$ cat src/rtl/frame_bank_scheduler.sv
// Triple-buffer bank scheduler: rotates three SDRAM frame banks between writer, ready slot and display.
// Optional macro FB_FREEZE_EN adds iFREEZE, which holds the displayed bank while capture continues.
module frame_bank_scheduler #(
  parameter int                ADDR_W      = 22,
  parameter logic [ADDR_W-1:0] BASE_ADDR   = 22'h000000,
  parameter logic [ADDR_W-1:0] BANK_STRIDE = 22'h050000,
  parameter int                FRAME_WORDS = 640*480,
  parameter int                CNT_W       = 16
) (
  input  logic              iCLK,
  input  logic              iRST_N,
  input  logic              iSTART,
  input  logic              iEND,
  input  logic              iWR_FRAME_START,
  input  logic              iWR_FRAME_DONE,
  input  logic              iRD_FRAME_START,
`ifdef FB_FREEZE_EN
  input  logic              iFREEZE,
`endif
  output logic              oCAPTURE_EN,
  output logic [ADDR_W-1:0] oWR_BASE,
  output logic [ADDR_W-1:0] oWR_MAX,
  output logic [ADDR_W-1:0] oRD_BASE,
  output logic [ADDR_W-1:0] oRD_MAX,
  output logic              oWR_LOAD,
  output logic              oRD_LOAD,
  output logic [1:0]        oWR_BANK,
  output logic [1:0]        oRD_BANK,
  output logic [CNT_W-1:0]  oFRAME_CNT,
  output logic [CNT_W-1:0]  oDROP_CNT
);

  localparam logic [1:0] ST_STOP     = 2'd0;
  localparam logic [1:0] ST_ARMED    = 2'd1;
  localparam logic [1:0] ST_WRITING  = 2'd2;
  localparam logic [1:0] ST_STOPPING = 2'd3;

  localparam logic [ADDR_W-1:0] FRAME_SPAN = ADDR_W'(FRAME_WORDS);

  function automatic logic [ADDR_W-1:0] bank_base(input logic [1:0] bank);
    case (bank)
      2'd1:    return BASE_ADDR + BANK_STRIDE;
      2'd2:    return BASE_ADDR + BANK_STRIDE + BANK_STRIDE;
      default: return BASE_ADDR;
    endcase
  endfunction

  logic [1:0]       state_q, state_d;
  logic [1:0]       w_q, w_d, r_q, r_d, d_q, d_d;
  logic             rv_q, rv_d;
  logic [CNT_W-1:0] frame_cnt_q, frame_cnt_d;
  logic [CNT_W-1:0] drop_cnt_q, drop_cnt_d;
  logic             wr_req_q, wr_req_d, rd_req_q, rd_req_d;
  logic             wr_load_q, wr_load_d, rd_load_q, rd_load_d;

  logic       commit, abort, restart, swap_ok, freeze, start_ok;
  logic [1:0] w_mid, r_mid;
  logic       rv_mid;

`ifdef FB_FREEZE_EN
  assign freeze = iFREEZE;
`else
  assign freeze = 1'b0;
`endif

  // iEND beats a simultaneous iSTART everywhere it matters
  assign start_ok = iSTART && !iEND;

  always_comb begin
    state_d     = state_q;
    commit      = 1'b0;
    abort       = 1'b0;
    restart     = 1'b0;
    case (state_q)
      ST_STOP: begin
        if (start_ok) state_d = ST_ARMED;
      end
      ST_ARMED: begin
        if (iEND) begin
          state_d = ST_STOP;
        end else if (iWR_FRAME_START) begin
          state_d = ST_WRITING;
          restart = 1'b1;
        end
      end
      ST_WRITING: begin
        if (iWR_FRAME_DONE) begin
          commit  = 1'b1;
          state_d = iEND ? ST_STOP : ST_ARMED;
        end else if (iWR_FRAME_START) begin
          abort   = 1'b1;
          state_d = iEND ? ST_STOPPING : ST_WRITING;
        end else if (iEND) begin
          state_d = ST_STOPPING;
        end
      end
      ST_STOPPING: begin
        if (iWR_FRAME_DONE) begin
          commit  = 1'b1;
          state_d = start_ok ? ST_ARMED : ST_STOP;
        end else if (iWR_FRAME_START) begin
          abort   = 1'b1;
          state_d = start_ok ? ST_WRITING : ST_STOPPING;
        end else if (start_ok) begin
          state_d = ST_WRITING;
        end
      end
      default: state_d = ST_STOP;
    endcase

    // Commit is applied first so a same-cycle display swap picks up the fresh frame
    w_mid       = w_q;
    r_mid       = r_q;
    rv_mid      = rv_q;
    frame_cnt_d = frame_cnt_q;
    drop_cnt_d  = drop_cnt_q;
    if (commit) begin
      w_mid       = r_q;
      r_mid       = w_q;
      rv_mid      = 1'b1;
      frame_cnt_d = frame_cnt_q + CNT_W'(1);
    end
    if (abort) drop_cnt_d = drop_cnt_q + CNT_W'(1);

    swap_ok = iRD_FRAME_START && rv_mid && !freeze;
    w_d     = w_mid;
    if (swap_ok) begin
      d_d  = r_mid;
      r_d  = d_q;
      rv_d = 1'b0;
    end else begin
      d_d  = d_q;
      r_d  = r_mid;
      rv_d = rv_mid;
    end

    wr_req_d  = commit || abort || restart;
    rd_req_d  = swap_ok;
    wr_load_d = wr_req_q;
    rd_load_d = rd_req_q;
  end

  // Reset leaves both load requests pending so the first cycle after release reloads both ports
  always_ff @(posedge iCLK) begin
    if (!iRST_N) begin
      state_q     <= ST_STOP;
      w_q         <= 2'd0;
      r_q         <= 2'd1;
      d_q         <= 2'd2;
      rv_q        <= 1'b0;
      frame_cnt_q <= '0;
      drop_cnt_q  <= '0;
      wr_req_q    <= 1'b1;
      rd_req_q    <= 1'b1;
      wr_load_q   <= 1'b0;
      rd_load_q   <= 1'b0;
    end else begin
      state_q     <= state_d;
      w_q         <= w_d;
      r_q         <= r_d;
      d_q         <= d_d;
      rv_q        <= rv_d;
      frame_cnt_q <= frame_cnt_d;
      drop_cnt_q  <= drop_cnt_d;
      wr_req_q    <= wr_req_d;
      rd_req_q    <= rd_req_d;
      wr_load_q   <= wr_load_d;
      rd_load_q   <= rd_load_d;
    end
  end

  assign oCAPTURE_EN = (state_q == ST_WRITING) || (state_q == ST_STOPPING);
  assign oWR_BANK    = w_q;
  assign oRD_BANK    = d_q;
  assign oWR_BASE    = bank_base(w_q);
  assign oWR_MAX     = bank_base(w_q) + FRAME_SPAN;
  assign oRD_BASE    = bank_base(d_q);
  assign oRD_MAX     = bank_base(d_q) + FRAME_SPAN;
  assign oWR_LOAD    = wr_load_q;
  assign oRD_LOAD    = rd_load_q;
  assign oFRAME_CNT  = frame_cnt_q;
  assign oDROP_CNT   = drop_cnt_q;

endmodule

$ cat config.mk
export PLATFORM = sky130hd
export DESIGN_NAME = frame_bank_scheduler
export DESIGN_NICKNAME = d
export VERILOG_FILES = /design/src/rtl/frame_bank_scheduler.sv
export SDC_FILE = /design/constraint.sdc
export NUM_CORES = 1
export LEC_CHECK = 0
export BUFFER_PORTS_ARGS = -buffer_cell sky130_fd_sc_hd__buf_2
export CORE_ASPECT_RATIO = 0.7
export CORE_MARGIN = 2
export CORE_UTILIZATION = 40
export DETAILED_ROUTE_END_ITERATION = 8
export HOLD_SLACK_MARGIN = 0.1
export PLACE_DENSITY = 0.82
export SETUP_SLACK_MARGIN = 0.2
export SYNTH_ARGS = -nofsm -noshare
export SYNTH_HDL_FRONTEND = slang
export SYNTH_SLANG_ARGS = --single-unit
$ cat constraint.sdc
create_clock -name iCLK -period 3.95 [get_ports iCLK]
set_input_delay 0.1975 -clock iCLK [delete_from_list [all_inputs] [get_ports iCLK]]
set_output_delay 0.1975 -clock iCLK [all_outputs]
set_load 0.02 [all_outputs]
[Word-level counts from Yosys, hierarchy flattened]
Index checks and enable logic that the tools add are counted.
Word-level totals
  bits in registers: 45
  input bits: 7
  output and inout bits: 127
  logic and storage cells: 63
Operators by class
  add/subtract/negate cells: 4
  equality and inequality tests: 11
  mux-type cells: 26
  bitwise logic cells: 1
  reductions and logical operators: 10
Operators with widths (count)
  20-bit case mux with 2 select lines: 2
  22-bit by 19-bit adder with 22-bit output, second input constant: 2
  16-bit by 1-bit adder with 16-bit output, second input constant: 2
  2-bit two-way mux: 11
  1-bit two-way mux: 12
  2-bit equality test, second input constant: 4
  4-bit inequality test, second input constant: 2
  2-bit case mux with 4 select lines: 1
  2-bit by 1-bit equality test with 1-bit output, second input constant: 3
  4-bit AND reduction: 1
  2-bit OR reduction: 2
  1-bit logical OR: 3
  3-bit inequality test, second input constant: 1
  1-bit logical AND: 2
  2-bit zero test: 1
  2-bit inequality test, second input constant: 1
  1-bit zero test: 1
  1-bit inverter: 1

[Depth between registers and ports, before layout]
  depth after elaboration: 6
  mapped depth: 6

[Worst setup path before layout]
OpenSTA, ideal clock, no wires.
  path kind: register -> register
  start point: reg drop_cnt_q[2], in the netlist oDROP_CNT[2]
  end point: reg drop_cnt_q[15], in the netlist oDROP_CNT[15]
  setup time: 0.070 ns
  data arrival time: 1.750 ns
  slack: 2.130 ns
  cell stages (with the launch flop): 6
  cell sequence: dfxtp_1 > clkbuf_16 > nand3_2 > or3_4 > or4_1 > a21oi_1
Between the ends
  longest elaborated chain between the ends: 1
RTL lines
  from (decl): RTL line 52  | logic [CNT_W-1:0] drop_cnt_q, drop_cnt_d;
  from (signal assigned): RTL line 164  | drop_cnt_q <= drop_cnt_d;
  16-bit by 1-bit adder with 16-bit output: RTL line 123  | if (abort) drop_cnt_d = drop_cnt_q + CNT_W'(1);
Every way passes these cells.
A chain may end at the register's enable or synchronous reset.

[Worst setup path after layout]
  start point: reg state_q[1]
  end point: reg frame_cnt_q[15], in the netlist oFRAME_CNT[15]
Between the ends
  longest elaborated chain between the ends: 3
  elaborated cells between the ends (all ways): 4
  those cells by class: 2 x eq/ne; 1 x mux; 1 x reduce/logical
RTL lines
  from (decl): RTL line 48  | logic [1:0] state_q, state_d;
  from (signal assigned): RTL line 158  | state_q <= state_d;
  2-bit equality test: RTL line 74  | case (state_q)
  2-bit OR reduction (no line) *
  1-bit two-way mux *
  to (signal assigned): RTL line 163  | frame_cnt_q <= frame_cnt_d;
  to (decl): RTL line 51  | logic [CNT_W-1:0] frame_cnt_q, frame_cnt_d;
Every way passes the cells marked *; elsewhere a longest branch is shown, timed or not.

==> flow_metrics.py <==
metrics = {
    "run_status": {
        "status": "finished, final reports clean",
    },
    "timing": {
        "slew_headroom_pct": 38.4,
        "finalWorstSetupSlack_ns": 2.00,
        "fmaxAchievable_ghz": 0.513,
        "finClkSkew_ns": 0.00702,
        "setup_viol": 0,
        "tightest_slew_ns": 0.918,
        "finalCriticalPeriod_ns": 1.95,
        "grt_setup_unrepaired": "false",
        "fin_crit_sh_pct": 49.3,
        "setup_tns_ns": 0,
        "hold_viol": 0,
        "drv_slew": 0,
    },
    "setup_path": {
        "crit_end": "oFRAME_CNT[15]",
        "reg2reg_to": "oFRAME_CNT[15]",
        "cp.required_ns": 4.16,
        "endpoint_kind": "register",
        "crit_slowest_cell": "nor4_1",
        "crit_cells": 4,
        "start_kind": "register",
        "critPathKind": "register to register",
        "reg2reg_slack_ns": 2.00,
        "startpoint": "state_q[1]",
        "path_cells": "nand3_1 > nor4_1 > nand3_1 > mux2i_1",
        "critical_path_arrival_ns": 2.16,
        "crit_top_cell": "nand3_1",
        "cp_max_fo": 11,
        "critPathMaxStageDelay_ns": 0.66,
        "cp_top_family": "simple AND/OR/NAND/NOR gates",
        "path_buf_inv": 0,
        "regToRegStartpoint": "state_q[1]",
        "reg2regPathDepth": 4,
    },
    "power_and_ir_drop": {
        "internal_power_mw": 0.674,
        "ir_drop_mv": 0.187,
        "netSwitchingFraction_pct": 25.5,
        "p_sw_mw": 0.231,
        "clockPowerShare_pct": 39.3,
        "combPwrFrac_pct": 9.9,
        "total_power_mw": 0.905,
        "power.density_nw_per_um2": 325,
        "leakage_nw": 1.36,
        "seqPwrFrac_pct": 50.8,
    },
    "global_route": {
        "antenna_found_initial": 0,
        "grt_pass1_wl_um": 8160,
        "grt_usage_pct": 14.0,
        "grt.overflow.total": 0,
        "grt_max_degree": 36,
        "grt_pass1_vias": 1715,
    },
    "clock_tree": {
        "cts_buffers": 5,
        "clk_pin_slew_ns": 0.08,
        "cts.sinks": 45,
        "ctsLongestPathBuffers": 2,
        "cts_tree": "built",
        "h-tree-depth": 2,
        "root_buffer": "clkbuf_8",
        "clock_latency_ns": 0.29,
    },
    "logic_synthesis": {
        "synth-edff-count": 0,
        "synthTopCellsByArea": "dfxtp_1 (34%), buf_4 (22%), nor2_1 (3.8%), xnor2_1 (3.6%), nand2_1 (3.5%)",
        "ys_types": 46,
        "yosys.area.top_type_share_pct": 34.0,
        "post-synth-top-count-cell": "buf_4",
        "synthTopCellsByCount": "buf_4 (79), dfxtp_1 (45), nor2_1 (27), nand2_1 (25)",
        "synth-main-ff-cell": "dfxtp_1",
        "yosysTopAreaCell": "dfxtp_1",
        "netlist_area_sq_um": 2650,
        "seq_area_frac_synth_pct": 34.0,
        "ys_ff_latch": 45,
        "synthArstFlopShare_pct": 0,
        "yosysWarnings": 0,
        "synthCells": 314,
        "synth_area_per_cell_sq_um": 8.44,
    },
    "layout": {
        "fin_area_sq_um": 2790,
        "antennaDiodeCount": 0,
        "drive_gt1_share_pct": 21.3,
        "area_growth_pct": 5.19,
        "fin_nets": 378,
    },
    "route": {
        "wl_um": 5130,
        "avgViaCountPerCell": 4.38,
        "ant_nets": 0,
        "drt_iter0_drc": 62,
        "wl_per_cell_um": 11.5,
        "drtPass1Iterations": 4,
        "vias": 1945,
        "drc": 0,
    },
    "floorplan": {
        "coreArea_sq_um": 6310,
        "die_y_um": 72.1,
        "pin_count": 134,
        "die_area_sq_um": 7310,
        "die_w_um": 101,
        "placementRows": 24,
        "initial_core_util_pct": 42.0,
    },
    "placement": {
        "gp_congestion": 0.784,
        "dp.final_hpwl_um": 3920,
        "place_area_sq_um": 2660,
        "io_buffer_count": 63,
        "pre_cts_ws_ns": 2.03,
    },
    "job": {
        "max-cap-violations": 0,
    },
    "min_path": {
        "min_path_type": "primary input to register",
    },
}
==> sequential cells by signal, indices dropped and copies added, names as in the netlist <==
register and count:
wr_load_d 1, state_q 2, rv_q 1, r_q 2
oRD_BANK 2, oRD_LOAD 1, oFRAME_CNT 16, oWR_BANK 2
oWR_LOAD 1, rd_load_d 1, oDROP_CNT 16
==> timing repair <==
action / in CTS / in global routing
gates resized for setup: 0 / 0
hold buffers: 1 / 0
setup buffers: 0 / 0
endpoints found under the hold margin: 1 / 0
==> cells in the final DEF, fill, tap and decap left out, drive strengths merged, types with 3 or more instances in the layout <==
cell type / count
and4: 3
conb: 70
nand3: 10
nor2: 27
xor2: 9
nand4: 7
inv: 12
nor4: 3
mux2i: 6
clkbuf: 7
and3: 4
a21oi: 12
nand2b: 4
or3: 6
xnor2: 11
and2: 5
dfxtp: 45
nand2: 25
a211oi: 3
nor3: 6
o21ai: 7
buf: 63
ha: 6
==> area by class of cell <==
| class | count | area (sq um) |
|---|---|---|
| fillers | 626 | 3520 |
| multi-input cells | 236 | 1300 |
| flip-flops and latches | 45 | 901 |
| repair buffers | 64 | 325 |
| well taps | 78 | 97.6 |
| clock buffers | 7 | 86.3 |
| inverters | 13 | 48.8 |
| clock inverters | 1 | 30.0 |
==> how the worst min path moves through the flow <==
stage / end / depth (start not counted) / slack [ns] / from
after floorplan: rv_q / 1 / 0.28 / iRD_FRAME_START
after CTS: r_q[0] / 2 / 0.18 / iRST_N
final: r_q[0] / 2 / 0.19 / iRST_N
after detailed placement: rv_q / 2 / 0.39 / iRD_FRAME_START
after global routing: wr_load_d / 2 / 0.21 / iRST_N
after global placement: rv_q / 2 / 0.39 / iRD_FRAME_START
==> per-stage QoR <==
stage / hold slack [ns] / instances / util, %
2_1_floorplan: 0.277 / 382 / -
3_3_place_gp: 0.389 / 435 / 42.2
3_5_place_dp: 0.393 / 435 / 42.2
4_1_cts: 0.178 / 444 / 44.2
5_1_grt: 0.208 / 444 / 44.2
6_report: 0.186 / 444 / 44.2
==> worst reg2reg max path, delay by kind of cell, from the launching register on <==
family | cells | cell delay [ns]
AND/OR/NAND/NOR | 3 | 1.09
flip-flops | 1 | 0.56
multiplexers | 1 | 0.21
==> power by group through the flow <==
stage | logic, mW | registers (mW) | clock network, mW
global route | 0.0974 | 0.460 | 0.382
floorplan | 0.131 | 0.472 | 0
finish | 0.0899 | 0.459 | 0.356
CTS | 0.0885 | 0.460 | 0.365
global placement | 0.0870 | 0.470 | 0
detailed placement | 0.0876 | 0.470 | 0
==> cell families after synthesis <==
kind of cell / count (synthesis) / share of synthesized area, %
AO/OA/AOI/OAI: 26 / 5.52
XOR/XNOR: 20 / 6.61
adder cells (fa/ha/maj): 6 / 2.83
buffers and inverters: 101 / 26.6
flip-flops: 45 / 34.0
multiplexers: 7 / 2.69
other: 2 / 0.283
AND/OR/NAND/NOR: 107 / 21.5
==> metal layers <==
metal	track usage (%)	up-vias	part of all wire (%)
met4	4.50	0	1.1
met2	22.1	60	47
met1	18.0	889	45
met3	5.01	7	7.7
li1	-	989	-
met5	0	-	0
Power figures use the tool's default switching activity.
